<file path="src/rtl/extremum_tree.sv">
// extremum_tree: pipelined signed min/max reduction over NUM_INPUTS
// activation-gated candidates, one register stage per tree level.
//
// Ports:
//   clk               rising-edge clock
//   reset             asynchronous, active-high reset
//   in_valid          candidate vector on this cycle is processed
//   mode              0 = maximum, 1 = minimum (travels with the data)
//   numbers           candidate i at [i*WIDTH +: WIDTH], signed
//   activations       bit i set = candidate i takes part
//   out_valid         result outputs valid this cycle
//   result            signed extremum (0 when nothing was active)
//   result_activation at least one candidate was active
//   result_index      index of the winning candidate
//   result_mode       mode that produced this result
//
// Latency is L = ceil(log2(NUM_INPUTS)) cycles, throughput one vector
// per clock, no backpressure.

module extremum_tree #(
    parameter int WIDTH      = 8,
    parameter int NUM_INPUTS = 8,
    parameter int IDX_W      = (NUM_INPUTS > 2) ? $clog2(NUM_INPUTS) : 1
) (
    input  logic                          clk,
    input  logic                          reset,
    input  logic                          in_valid,
    input  logic                          mode,
    input  logic [NUM_INPUTS*WIDTH-1:0]   numbers,
    input  logic [NUM_INPUTS-1:0]         activations,
    output logic                          out_valid,
    output logic signed [WIDTH-1:0]       result,
    output logic                          result_activation,
    output logic [IDX_W-1:0]              result_index,
    output logic                          result_mode
);

    // Tree depth and padded leaf count.
    localparam int L = $clog2(NUM_INPUTS);
    localparam int P = 1 << L;

    // Level 0 is the (padded) combinational leaf layer; levels 1..L
    // are registered. Level l holds P >> l nodes.
    for (genvar l = 0; l <= L; l++) begin : g_lvl
        localparam int N = P >> l;

        logic [N*WIDTH-1:0] val;
        logic [N-1:0]       act;
        logic [N*IDX_W-1:0] idx;
        logic               md;
        logic               vld;

        if (l == 0) begin : g_leaf
            assign md  = mode;
            assign vld = in_valid;

            for (genvar i = 0; i < P; i++) begin : g_in
                if (i < NUM_INPUTS) begin : g_real
                    assign val[i*WIDTH +: WIDTH] =
                        numbers[i*WIDTH +: WIDTH];
                    assign act[i] = activations[i];
                    assign idx[i*IDX_W +: IDX_W] = IDX_W'(i);
                end else begin : g_pad
                    // Padding leaves can never win.
                    assign val[i*WIDTH +: WIDTH] = '0;
                    assign act[i] = 1'b0;
                    assign idx[i*IDX_W +: IDX_W] = '0;
                end
            end
        end else begin : g_node
            logic [N*WIDTH-1:0] val_d;
            logic [N-1:0]       act_d;
            logic [N*IDX_W-1:0] idx_d;

            for (genvar n = 0; n < N; n++) begin : g_cmp
                logic signed [WIDTH-1:0] a_v;
                logic signed [WIDTH-1:0] b_v;
                logic                    a_act;
                logic                    b_act;
                logic [IDX_W-1:0]        a_i;
                logic [IDX_W-1:0]        b_i;
                logic                    any;
                logic                    take_b;

                // Left child a always carries the lower index.
                assign a_v   = g_lvl[l-1].val[(2*n)*WIDTH +: WIDTH];
                assign b_v   = g_lvl[l-1].val[(2*n+1)*WIDTH +: WIDTH];
                assign a_act = g_lvl[l-1].act[2*n];
                assign b_act = g_lvl[l-1].act[2*n+1];
                assign a_i   = g_lvl[l-1].idx[(2*n)*IDX_W +: IDX_W];
                assign b_i   = g_lvl[l-1].idx[(2*n+1)*IDX_W +: IDX_W];
                assign any   = a_act | b_act;

                // Strict compares so a tie keeps the lower index.
                always_comb begin
                    take_b = 1'b0;
                    unique case ({a_act, b_act})
                        2'b11: begin
                            if (g_lvl[l-1].md)
                                take_b = (b_v < a_v);
                            else
                                take_b = (b_v > a_v);
                        end
                        2'b01:   take_b = 1'b1;
                        default: take_b = 1'b0;
                    endcase
                end

                assign act_d[n] = any;

                // Nothing active forces a clean zero value and index.
                assign val_d[n*WIDTH +: WIDTH] =
                    !any   ? '0  :
                    take_b ? b_v : a_v;

                assign idx_d[n*IDX_W +: IDX_W] =
                    !any   ? '0  :
                    take_b ? b_i : a_i;
            end

            // Data only loads with a valid vector; bubbles leave the
            // previous contents in place behind a cleared valid bit.
            always_ff @(posedge clk or posedge reset) begin
                if (reset) begin
                    vld <= 1'b0;
                    md  <= 1'b0;
                    val <= '0;
                    act <= '0;
                    idx <= '0;
                end else begin
                    vld <= g_lvl[l-1].vld;
                    if (g_lvl[l-1].vld) begin
                        md  <= g_lvl[l-1].md;
                        val <= val_d;
                        act <= act_d;
                        idx <= idx_d;
                    end
                end
            end
        end
    end

    // The root node is the single registered result.
    assign out_valid         = g_lvl[L].vld;
    assign result            = g_lvl[L].val;
    assign result_activation = g_lvl[L].act[0];
    assign result_index      = g_lvl[L].idx;
    assign result_mode       = g_lvl[L].md;

endmodule

</file>
<file path="config.mk">
export PLATFORM = sky130hd
export DESIGN_NAME = extremum_tree
export DESIGN_NICKNAME = d
export VERILOG_FILES = /design/src/rtl/extremum_tree.sv
export SDC_FILE = /design/constraint.sdc
export NUM_CORES = 1
export LEC_CHECK = 0
export CAP_MARGIN = 5
export CORE_ASPECT_RATIO = 0.8
export CORE_MARGIN = 2
export CORE_UTILIZATION = 50
export CTS_CLUSTER_SIZE = 8
export DETAILED_ROUTE_END_ITERATION = 10
export PLACE_DENSITY = 0.76
export SKIP_LAST_GASP = 1
export SLEW_MARGIN = 10
export SYNTH_ARGS = -nofsm -noshare
export SYNTH_HDL_FRONTEND = slang
export SYNTH_SLANG_ARGS = --single-unit
</file>
<file path="constraint.sdc">
create_clock -name clk -period 2.3 [get_ports clk]
set_input_delay 0.23 -clock clk [delete_from_list [all_inputs] [get_ports clk]]
set_output_delay 0.23 -clock clk [all_outputs]
set_load 0.005 [all_outputs]
</file>
-- Yosys cells after proc, flatten, opt, wreduce, memory -nomap -nowiden
Index checks and enable logic that the tools add are counted.
- register bits: 90
- output and inout port bits: 14
- word-level logic and storage cells: 92
- magnitude comparators: 14
- equal/unequal tests: 14
- multiplexer cells: 42
- bitwise gates (word level): 7
- operator list (cell ; count):
    $mux W8 ; 14
    $gt A8 B8 Y1 ; 7
    $lt A8 B8 Y1 ; 7
    $mux W3 ; 8
    $eq A2 B1 Y1 const B ; 7
    $eq A2 B2 Y1 const B ; 7
    $pmux W1 S2 ; 7
    $mux W1 ; 12
    $or A1 B1 Y1 ; 7
    $mux W2 ; 1

-- Logic depth before layout (Yosys ltp)
Gate-level depths: netlist of run 1.
- depth after elaboration: 5
- gate-level depth with buffers: 10

-- Worst setup path before layout of run 1
OpenSTA, ideal clock, no wires.
- path type: flip-flop to flip-flop
- from: reg g_lvl[1].val[1]
- to: reg g_lvl[2].idx[0]
- setup time: 126 ps
- data arrival time: 2250 ps
- data required time: 2174 ps
- slack: -76 ps
- stages on the path, launching flop included: 11
- path buffers: 1
- period minus slack after synthesis: 2376 ps
- cells stage by stage: dfrtp_1 inv_1 ha_1 nor2b_1 o21ai_1 a21oi_1 or4b_1 buf_2 a21oi_2 a31oi_2 a311o_1
- cells in the longest elaborated chain, start to end: 5
- elaborated cells between the ends (all ways): 6
- those cells by class: 2 x order compare; 4 x mux
- RTL lines (item ; RTL line ; text):
    start, declared ; 47 ; logic [N*WIDTH-1:0] val;
    start signal, assigned ; 134 ; val <= val_d;
    $gt A8 B8 Y1 / $lt A8 B8 Y1 (equally long branches) ; 102, 100 ;
    $mux W1 * ; 99 ; if (g_lvl[l-1].md)
    $pmux W1 S2 * ; 97 ; unique case ({a_act, b_act})
    $mux W3 * ; 118 ; take_b ? b_i : a_i;
    $mux W3 * ; 117 ; !any ? '0 :
    end signal, assigned ; 136 ; idx <= idx_d;
    end, declared ; 49 ; logic [N*IDX_W-1:0] idx;
Every way passes the cells marked *; elsewhere a longest branch is shown, timed or not.
A chain may end at the register's enable or synchronous reset.

-- Worst setup path in the final report of run 1
- from: reg g_lvl[1].val[22]
- to: reg g_lvl[2].val[8]
- cells in the longest elaborated chain, start to end: 5
- elaborated cells between the ends (all ways): 6
- those cells by class: 2 x order compare; 4 x mux
- RTL lines (item ; RTL line ; text):
    $gt A8 B8 Y1 / $lt A8 B8 Y1 (equally long branches) ; 102, 100 ;
    $mux W1 * ; 99 ;
    $pmux W1 S2 * ; 97 ;
    $mux W8 * ; 114 ; take_b ? b_v : a_v;
    $mux W8 * ; 113 ; !any ? '0 :
    end signal, assigned ; 134 ;
    end, declared ; 47 ;
Marked as above.

==> flow_summary_export.csv, run 1 <==
group,metric,value,unit
run_status,violations,"setup timing",
power_and_ir_drop,powerDensity,750,nW/µm²
timing,slew_violations,0,
timing,fmaxAchievable,0.394,GHz
final_layout,area_growth,54.5,%
drt,drc,0,
global_route,overflow,0,
placement,place.gp.congestion,0.872,
final_layout,nets,973,
clock_tree,cts.sinks,80,
global_route,grtUsageMet1,38.7,%
final_layout,n_antenna_cell,0,
synth,synthCells,631,
final_layout,final_core_util,78.1,%
drt,vias_per_cell,6.38,
critical_path,crit_slowest_cell,"dfrtp_1",
final_layout,multiInputGateArea,4070,µm²
clock_tree,ctsHoldBuffers,0,
synth,synth_area,5750,µm²
clock_tree,insertion_delay,340,ps
critical_path,worstPathCellList,"inv_2 -> ha_4 -> and4_4 -> a211o_4 -> nor3_1 -> nor3_2 -> a21oi_4 -> mux2_2",
floorplanning,die_h,100,µm
clock_tree,cts_root_buf,"clkbuf_16",
timing,worst_slew_pin_slew,867,ps
clock_tree,clk_pin_slew,60,ps
critical_path,reg2reg_depth,8,
timing,fin_setup_tns,-4930,ps
floorplanning,io_pins,90,
timing,setup_viol,32,
placement,dpl.hpwl,12.7,mm
run,cap_violations,0,
final_layout,fillers,667,
placement,place_ws,-485,ps
global_route,grt_first_pass_wirelength,28.6,mm
synth,ys_seq_area_share,34.8,%
drt,firstDrtPassIters,7,
final_layout,drive_gt1_share,32.4,%
clock_tree,cts_buffer_depth,2,
global_route,busiest_layer,"met2",
power_and_ir_drop,power_leakage,0.00418,µW
global_route,grt_pass1_vias,5986,
synth,synth_edf_count,0,
drt,avgRoutedWirePerCell,20.7,µm
clock_tree,htree_num_levels,3,
drt,vias,6342,
synth,syn_nets,763,
timing,finalCritPeriodShare,110,%
critical_path,cp-start-kind,"flop",
floorplanning,die_w,124,µm
timing,relSlewSlack,41.8,%
drt,drt_iter0_markers,658,
synth,ys.warnings.count,0,
critical_path,crit_path_end_kind,"flop",
global_route,met2_usage,48.5,%
timing,finalCriticalPeriod,2540,ps
timing,hold_violations,0,
synth,synth-seq-cells,80,
placement,numPortBuffers,89,
clock_tree,cts_buffers,9,
synth,async_reset_ff_share,100,%
critical_path,critPathKind,"reg -> reg",
floorplanning,row_count,35,
power_and_ir_drop,ir_drop,0.431,mV
drt,routed_wl,20.6,mm
critical_path,cp.depth,8,
critical_path,cp.arrival,2760,ps
run_status,status,"complete, but fails checks",
timing,setup_ws,-237,ps
global_route,antenna_found_initial,0,
global_route,track_usage,29.2,%
critical_path,critPathBufInv,1,
drt,drt.antenna.violating_nets,0,
global_route,grt_max_degree,53,
timing,clock_skew,5.69,ps
synth,ys.flop_type,"dfrtp_1",
synth,avgSynthCellArea,9.12,µm²
floorplanning,start_util,50.5,%
hold_path,hold_class,"in -> async",
critical_path,worst_path_dominant_cell_family,"simple AND/OR/NAND/NOR gates",
critical_path,required,2520,ps
final_layout,register_area,2000,µm²
floorplanning,design.core.area,11400,µm²
critical_path,path_max_fanout,5,
synth,ys_types,54,
floorplanning,dieArea,12400,µm²
critical_path,crit_path_max_incr_delay,390,ps
clock_tree,cts_tree,"yes",
timing,rsz0062_at_grt,"true",
global_route,grt_use_met3,5.57,%
power breakdown:
part / internal [µW] / switching [µW] / total [µW]
Combinational: 1670 / 1530 / 3200
Clock: 869 / 584 / 1450
Sequential: 1720 / 299 / 2010
cell type report:
class	count	area share, %
multi-input cells	450	45.7
repair buffers	227	23.2
flip-flops and latches	80	22.5
inverters	73	3.08
clock buffers	11	2.73
well taps	148	2.08
clock inverters	5	0.633
path summary, 6_finish.rpt:
path	startpoint	to	slack (ps)
worst min-delay path	reset	g_lvl[1].act[2]	220
max in group asynchronous	reset	g_lvl[1].val[26]	1530
worst max-delay path	g_lvl[1].val[22]	g_lvl[2].val[8]	-240
min in group clk	numbers[1]	g_lvl[1].val[1]	250
worst max register to register	g_lvl[1].val[22]	g_lvl[2].val[8]	-240
worst min register to register	result_mode	result_mode	530
cells by family after synthesis:
kind of cell | count (synthesis) | synth area share [%]
compound gates | 180 | 23.3
flops | 80 | 34.8
fa+ha+maj | 56 | 12.2
buf+inv | 104 | 7.00
xor+xnor | 1 | 0.152
mux | 48 | 8.68
simple gates | 162 | 13.9
repair_timing:
action	in CTS	in global routing
endpoints found under the setup margin	55	67
gates cloned	3	1
gates resized for setup	55	103
setup buffers	12	9
pin swaps	34	37
sequential cells by signal, indices dropped and copies added (netlist names), 2 cells and up:
name,cells
g_lvl.vld,2
result,8
g_lvl.act,5
result_index,3
g_lvl.md,2
g_lvl.val,48
g_lvl.idx,9
Yosys cell counts, types with 5 or more instances:
cell       instances  area share [%]
a211o_1            6            0.91
a21oi_1           34             3.0
a221o_1           18             3.1
a22oi_1           19             2.5
a311o_1            7             1.2
a31oi_1           22             2.4
clkbuf_1          23             1.5
dfrtp_1           80              35
ha_1              56              12
inv_1             72             4.7
mux2_2            15             2.9
mux2i_1           33             5.7
nand2_1           53             3.5
nand3_1           13             1.1
nand4_1           18             2.0
nor2_1            46             3.0
nor2b_1           12             1.3
o211a_1            8             1.4
o21ai_0            9            0.78
o21ai_1            5            0.43
o22ai_1           15             1.6
o2bb2ai_1         10             1.5
routing by layer:
metal	part of all wire (%)	wire, µm
met1	39	7970
met2	49	10000
met3	8.5	1750
met4	4.1	843
met5	0	0
worst reg2reg max path, stage by stage, from the launching register on:
cell and delay, ps:
dfrtp_1 390, inv_2 100, ha_4 210, and4_4 210, a211o_4 360, nor3_1 320
nor3_2 170, a21oi_4 280, mux2_2 380
through the flow:
step           std cells  power [µW]  instance area, µm²  hold WS [ps]
2_1_floorplan        631        3310                5770           261
3_3_place_gp         953        4340                7610           490
3_5_place_dp         953        4460                7610           534
4_1_cts              984        6230                8300           233
5_1_grt              994        6970                8890           256
6_report             994        6670                8890           218
cell usage in the layout, fill, tap and decap left out, types with 5 or more instances in the layout:
| cell type | n |
|---|---|
| a21oi_4 | 5 |
| a221o_1 | 18 |
| ha_1 | 32 |
| o211a_1 | 8 |
| inv_1 | 51 |
| nand2_1 | 50 |
| mux2i_1 | 24 |
| nand3_1 | 10 |
| a311o_1 | 7 |
| a21oi_1 | 29 |
| nand4_1 | 18 |
| mux2i_2 | 6 |
| a31oi_4 | 5 |
| mux2_4 | 6 |
| clkdlybuf4s50_1 | 59 |
| dlymetal6s2s_1 | 29 |
| o22ai_1 | 15 |
| a31oi_1 | 19 |
| o2bb2ai_1 | 9 |
| buf_6 | 10 |
| clkbuf_16 | 9 |
| a211o_1 | 5 |
| nor2b_1 | 10 |
| mux2_2 | 9 |
| o21ai_0 | 7 |
| inv_2 | 21 |
| dfrtp_1 | 79 |
| ha_4 | 24 |
| nor2_1 | 46 |
| a22oi_1 | 19 |
| buf_4 | 126 |
No activity file was read; power rests on OpenSTA's default activity.
==> run 2, diff against run 1 <==
- ABC_AREA: unset -> 1
- MAX_ROUTING_LAYER: unset -> met4
==> flow_summary_export.csv, run 2 <==
group,metric,value,unit
placement,place_ws,-67.1,ps
drt,drt_iter0_markers,298,
timing,fin_setup_tns,0,ps
power_and_ir_drop,ir_drop,0.406,mV
critical_path,crit_path_max_incr_delay,450,ps
global_route,grt_first_pass_wirelength,22.2,mm
critical_path,reg2reg_slack,330,ps
placement,numPortBuffers,89,
synth,yosysTopAreaCell,"dfrtp_1",
synth,synthTopCellsByCount,"288 x nand2_1, 166 x inv_1, 134 x nand3_1",
synth,ys.flop_type,"dfrtp_1",
critical_path,crit_slowest_cell,"clkdlybuf4s50_1",
critical_path,reg2reg_depth,15,
floorplanning,start_util,52.0,%
critical_path,cp_common_cell,"nand2_1",
global_route,antenna_found_initial,0,
clock_tree,clk_pin_slew,60,ps
critical_path,worst_path_dominant_cell_family,"simple AND/OR/NAND/NOR gates",
floorplanning,die_w,124,µm
floorplanning,die_h,99.8,µm
timing,setup_ws,280,ps
synth,ys_seq_area_share,34.9,%
synth,synthCells,832,
clock_tree,cts_buffer_depth,2,
final_layout,largest_register_ffs,48,
timing,relSlewSlack,64.9,%
run,cap_violations,0,
clock_tree,cts_tree,"yes",
critical_path,critPathKind,"in -> reg",
critical_path,path_max_fanout,9,
global_route,track_usage,22.9,%
clock_tree,cts_buffers,9,
floorplanning,dieArea,12300,µm²
drt,vias,5197,
synth,async_reset_ff_share,100,%
timing,slew_violations,0,
timing,rsz0062_at_grt,"false",
global_route,overflow,0,
clock_tree,cts.sinks,80,
clock_tree,cts_root_buf,"clkbuf_16",
synth,yosysMostFrequentCell,"nand2_1",
critical_path,required,2520,ps
synth,synth_edf_count,0,
drt,routed_wl,12.8,mm
global_route,grt_max_degree,42,
timing,worst_slew_pin_slew,525,ps
critical_path,cp.arrival,2240,ps
final_layout,drive_gt1_share,4.96,%
final_layout,n_antenna_cell,0,
timing,fmaxAchievable,0.495,GHz
clock_tree,htree_num_levels,3,
global_route,grt_pass1_vias,4911,
final_layout,area_growth,23.7,%
critical_path,worst_r2r_endpoint,"result_index[0]",
synth,synth_top_area_share,34.9,%
final_layout,final_cell_mix,"288 x nand2_1, 165 x inv_1, 134 x nand3_1",
synth,avgSynthCellArea,6.89,µm²
floorplanning,row_count,34,
synth,syn_nets,964,
timing,finalCritPeriodShare,87.8,%
drt,firstDrtPassIters,6,
synth,synth_area,5730,µm²
floorplanning,design.core.area,11000,µm²
placement,dpl.hpwl,9.97,mm
drt,vias_per_cell,4.85,
critical_path,crit_path_end_kind,"flop",
synth,synth-seq-cells,80,
floorplanning,io_pins,90,
drt,avgRoutedWirePerCell,11.9,µm
timing,setup_viol,0,
clock_tree,cts_resized,0,
critical_path,worstReg2RegStart,"g_lvl[2].val[5]",
critical_path,critPathBufInv,2,
run_status,status,"completed",
synth,ys_types,21,
critical_path,worstPathCellList,"clkdlybuf4s50_1 -> inv_1 -> ha_1 -> a21o_1 -> nor2_2 -> nand2_1 -> nand2_1 -> nand2_1 -> nand2_1 -> nand3_4 -> nand2_4 -> nand2_1 -> nand3_1 -> nand2_1",
power_and_ir_drop,powerDensity,686,nW/µm²
hold_path,hold_class,"in -> async",
synth,yosys-top-cells-area,"dfrtp_1 35%, nand2_1 19%, ha_1 12%",
critical_path,cp.depth,14,
clock_tree,cts_setup_buffers,0,
synth,ys.warnings.count,0,
drt,drc,0,
timing,finalCriticalPeriod,2020,ps
drt,drt.antenna.violating_nets,0,
power_and_ir_drop,power_leakage,0.00404,µW
final_layout,layout.cells.most_common,"nand2_1",
critical_path,cp-start-kind,"input pin",
placement,place.gp.congestion,0.868,
timing,clock_skew,4.90,ps
clock_tree,ctsHoldBuffers,0,
final_layout,nets,1055,
timing,hold_violations,0,
final_layout,largest_register,"g_lvl.val",
clock_tree,insertion_delay,330,ps
timing,worst_hold_slack,253,ps
## run 2: changes by cell type in the layout (fill, tap and decap cells not counted), sizes merged, moves of 19 or more
cell and delta:
dlymetal6s2s -29, a31oi -24, a22oi -19, clkdlybuf4s50 +30
mux2i -33, nand3 +128, buf -128, nor2 -20
nand2 +240, inv +95
## run 2: routing by layer
layer | GRT usage (%) | vias to the layer above | part of all wire, % | wire, µm
met5 | - | - | 0 | 0
met4 | 5.33 | 0 | 0.96 | 123
met3 | 4.19 | 13 | 5.5 | 707
met2 | 33.3 | 130 | 43 | 5490
met1 | 33.0 | 2288 | 50 | 6430
li1 | - | 2766 | - | -
## run 2: power by group
| part | internal (µW) | total (µW) | leakage [µW] | switching (µW) |
|---|---|---|---|---|
| Sequential | 1650 | 1840 | 0.000994 | 188 |
| Clock | 763 | 1330 | 0.000129 | 564 |
| Combinational | 755 | 1700 | 0.00292 | 942 |
## run 2: worst max path at each step
stage                           from          endpoint  slack [ps]
floorplan                      reset   g_lvl[1].act[0]          20
global placement          numbers[7]   g_lvl[1].val[6]          60
detailed placement        numbers[7]   g_lvl[1].val[6]         -70
CTS                       numbers[7]   g_lvl[1].val[6]         280
global route        g_lvl[1].val[19]  g_lvl[2].val[12]          90
finish                    numbers[7]   g_lvl[1].val[6]         280
## run 2: cell families (layout without fill, tap and decap cells)
group	after synthesis	after routing	synth area share, %
adder cells (fa/ha/maj)	56	56	12.2
AO/OA/AOI/OAI	48	48	4.63
AND/OR/NAND/NOR	462	462	35.8
flip-flops	80	80	34.9
buffers and inverters	186	282	12.4
## run 2: per-stage QoR
step / instances / total power (µW) / instance area (µm²) / util [%]
floorplan: 832 / 2950 / 5730 / -
global placement: 1056 / 3500 / 6820 / 61.9
detailed placement: 1056 / 3540 / 6820 / 61.9
CTS: 1072 / 4890 / 7090 / 64.4
global route: 1072 / 5230 / 7090 / 64.4
finish: 1072 / 4860 / 7090 / 64.4
## run 2: cell type report
type / count / area (µm²)
fill: 995 / 3930
multi-input combinational: 566 / 3020
sequential: 80 / 2000
timing repair buffer: 99 / 991
inverter: 167 / 627
clock buffer: 12 / 246
tap: 144 / 180
clock inverter: 4 / 28.8
==> run 3, diff against run 2 <==
- ABC_AREA: 1 -> unset
- GPL_ROUTABILITY_DRIVEN: unset -> 0
==> flow_summary_export.csv, run 3 (synthesized netlist as in run 1, its figures left out) <==
group,metric,value,unit
floorplanning,io_pins,90,
final_layout,register_area,2000,µm²
clock_tree,cts_buffers,9,
placement,numPortBuffers,89,
drt,vias,6010,
drt,avgRoutedWirePerCell,19.0,µm
timing,finalCriticalPeriod,2450,ps
timing,slew_violations,0,
critical_path,crit_path_max_incr_delay,400,ps
clock_tree,cts_root_buf,"clkbuf_16",
final_layout,stdcell_area,8810,µm²
critical_path,worstReg2RegStart,"g_lvl[1].val[20]",
clock_tree,htree_num_levels,3,
power_and_ir_drop,power_leakage,0.00406,µW
final_layout,multiInputGateArea,4050,µm²
power_and_ir_drop,ir_drop,0.617,mV
floorplanning,dieArea,12400,µm²
clock_tree,clk_pin_slew,70,ps
power_and_ir_drop,powerDensity,776,nW/µm²
placement,postPlaceCellArea,7580,µm²
timing,finalCritPeriodShare,107,%
critical_path,worst_r2r_endpoint,"g_lvl[2].val[13]",
timing,worst_slew_pin_slew,840,ps
run,cap_violations,0,
timing,relSlewSlack,44.0,%
global_route,grt_pass1_vias,5677,
clock_tree,cts.sinks,80,
timing,rsz0062_at_grt,"true",
final_layout,largest_register_ffs,48,
final_layout,fillers,707,
critical_path,cp-start-kind,"flop",
run_status,violations,"setup timing",
drt,routed_wl,18.7,mm
final_layout,n_antenna_cell,0,
critical_path,crit_path_end_kind,"flop",
critical_path,cp.arrival,2680,ps
drt,drt.antenna.violating_nets,0,
timing,fmaxAchievable,0.408,GHz
final_layout,area_growth,53.1,%
critical_path,reg2reg_slack,-150,ps
final_layout,drive_gt1_share,31.8,%
placement,dp_cells,949,
floorplanning,row_count,35,
global_route,grt_max_degree,61,
global_route,track_usage,29.4,%
clock_tree,cts_buffer_depth,2,
timing,hold_violations,0,
global_route,antenna_found_initial,0,
drt,firstDrtPassIters,5,
timing,clock_skew,7.07,ps
critical_path,critPathBufInv,2,
critical_path,required,2520,ps
critical_path,critPathKind,"reg -> reg",
floorplanning,die_h,100,µm
critical_path,worstPathCellList,"inv_2 -> ha_4 -> and4_4 -> a211o_4 -> buf_6 -> o21a_1 -> nor3_4 -> a21oi_4 -> mux2_4",
clock_tree,cts_tree,"yes",
floorplanning,design.core.area,11400,µm²
final_layout,largest_register,"g_lvl.val",
final_layout,nets,963,
clock_tree,insertion_delay,340,ps
critical_path,worst_path_dominant_cell_family,"compound AO/OA/AOI/OAI gates",
drt,drt_iter0_markers,466,
drt,drc,0,
run_status,status,"complete, but fails checks",
critical_path,cp.depth,9,
global_route,overflow,0,
floorplanning,start_util,50.5,%
hold_path,hold_class,"in -> async",
critical_path,crit_slowest_cell,"dfrtp_1",
final_layout,fin_cells,984,
final_layout,final_cell_mix,"117 x buf_4, 79 x dfrtp_1, 68 x clkdlybuf4s50_1",
final_layout,layout.cells.most_common,"buf_4",
critical_path,reg2reg_depth,9,
placement,dpl.hpwl,12.5,mm
drt,vias_per_cell,6.11,
floorplanning,die_w,124,µm
timing,setup_viol,28,
global_route,grt_first_pass_wirelength,27.7,mm
critical_path,path_max_fanout,5,
timing,setup_ws,-153,ps
==> run 3: cell count changes in the layout (fill, tap and decap cells not counted), sizes merged, moves of 18 or more <==
cell	delta
nand2	-240
nand3	-128
buf	+118
inv	-94
mux2i	+33
a31oi	+24
clkdlybuf4s50	-21
nor2	+20
a22oi	+19
dlymetal6s2s	+19
a221o	+18
nand4	+18
==> run 3: what timing repair did <==
| action | 4_1_cts | 5_1_grt |
|---|---|---|
| pin swaps | 44 | 33 |
| gates cloned | 3 | 1 |
| setup buffers | 10 | 7 |
| hold buffers | 0 | 0 |
| setup endpoints to repair | 64 | 65 |
| resized for setup | 59 | 89 |
==> run 3: routing by layer <==
metal,vias to the layer above,GRT usage [%],wire [µm]
met5,-,-,0
met4,0,10.9,652
met3,70,5.68,1390
met2,303,47.5,8980
met1,2881,36.9,7660
li1,2756,-,-
==> run 3: through the flow <==
| stage | utilization (%) | setup WS [ps] | hold slack (ps) | setup TNS (ps) | total power (µW) |
|---|---|---|---|---|---|
| final | 77.4 | -153 | 226 | -1730 | 6840 |
| after global routing | 77.4 | -192 | 260 | -3750 | 7160 |
| after CTS | 72.6 | -147 | 233 | -2720 | 6420 |
| after detailed placement | 66.6 | -505 | 511 | -19870 | 4440 |
| after global placement | 66.6 | -388 | 491 | -12690 | 4330 |
| after floorplan | - | 0.107 | 261 | 0 | 3310 |
==> run 3: cell type report <==
class / instances / share of cell area (%)
clock inverters: 7 / 1.35
well taps: 148 / 2.10
multi-input cells: 450 / 46.0
repair buffers: 217 / 22.1
inverters: 73 / 3.11
flip-flops and latches: 80 / 22.7
clock buffers: 9 / 2.56
==> run 3: worst max-delay path by stage <==
stage | startpoint | end | slack (ps)
2_1_floorplan | g_lvl[1].val[1] | g_lvl[2].idx[0] | 0.1
3_3_place_gp | numbers[39] | g_lvl[1].val[17] | -390
3_5_place_dp | numbers[53] | g_lvl[1].val[28] | -510
4_1_cts | g_lvl[1].val[31] | g_lvl[2].val[14] | -150
5_1_grt | g_lvl[1].val[1] | g_lvl[2].val[4] | -190
6_report | g_lvl[1].val[20] | g_lvl[2].val[13] | -150
==> run 3: worst reg2reg max path: cells and delay by family, from the launching register on <==
kind,cells,cell delay (ps)
compound gates,3,670
fa+ha+maj,1,190
buf+inv,2,230
flops,1,400
mux,1,330
simple gates,2,500
==> run 3: power by group <==
part	total, µW	switching (µW)	internal [µW]	leakage, µW
logic	3180	1480	1700	0.00294
clock network	1640	582	1060	0.000162
registers	2010	298	1720	0.000956
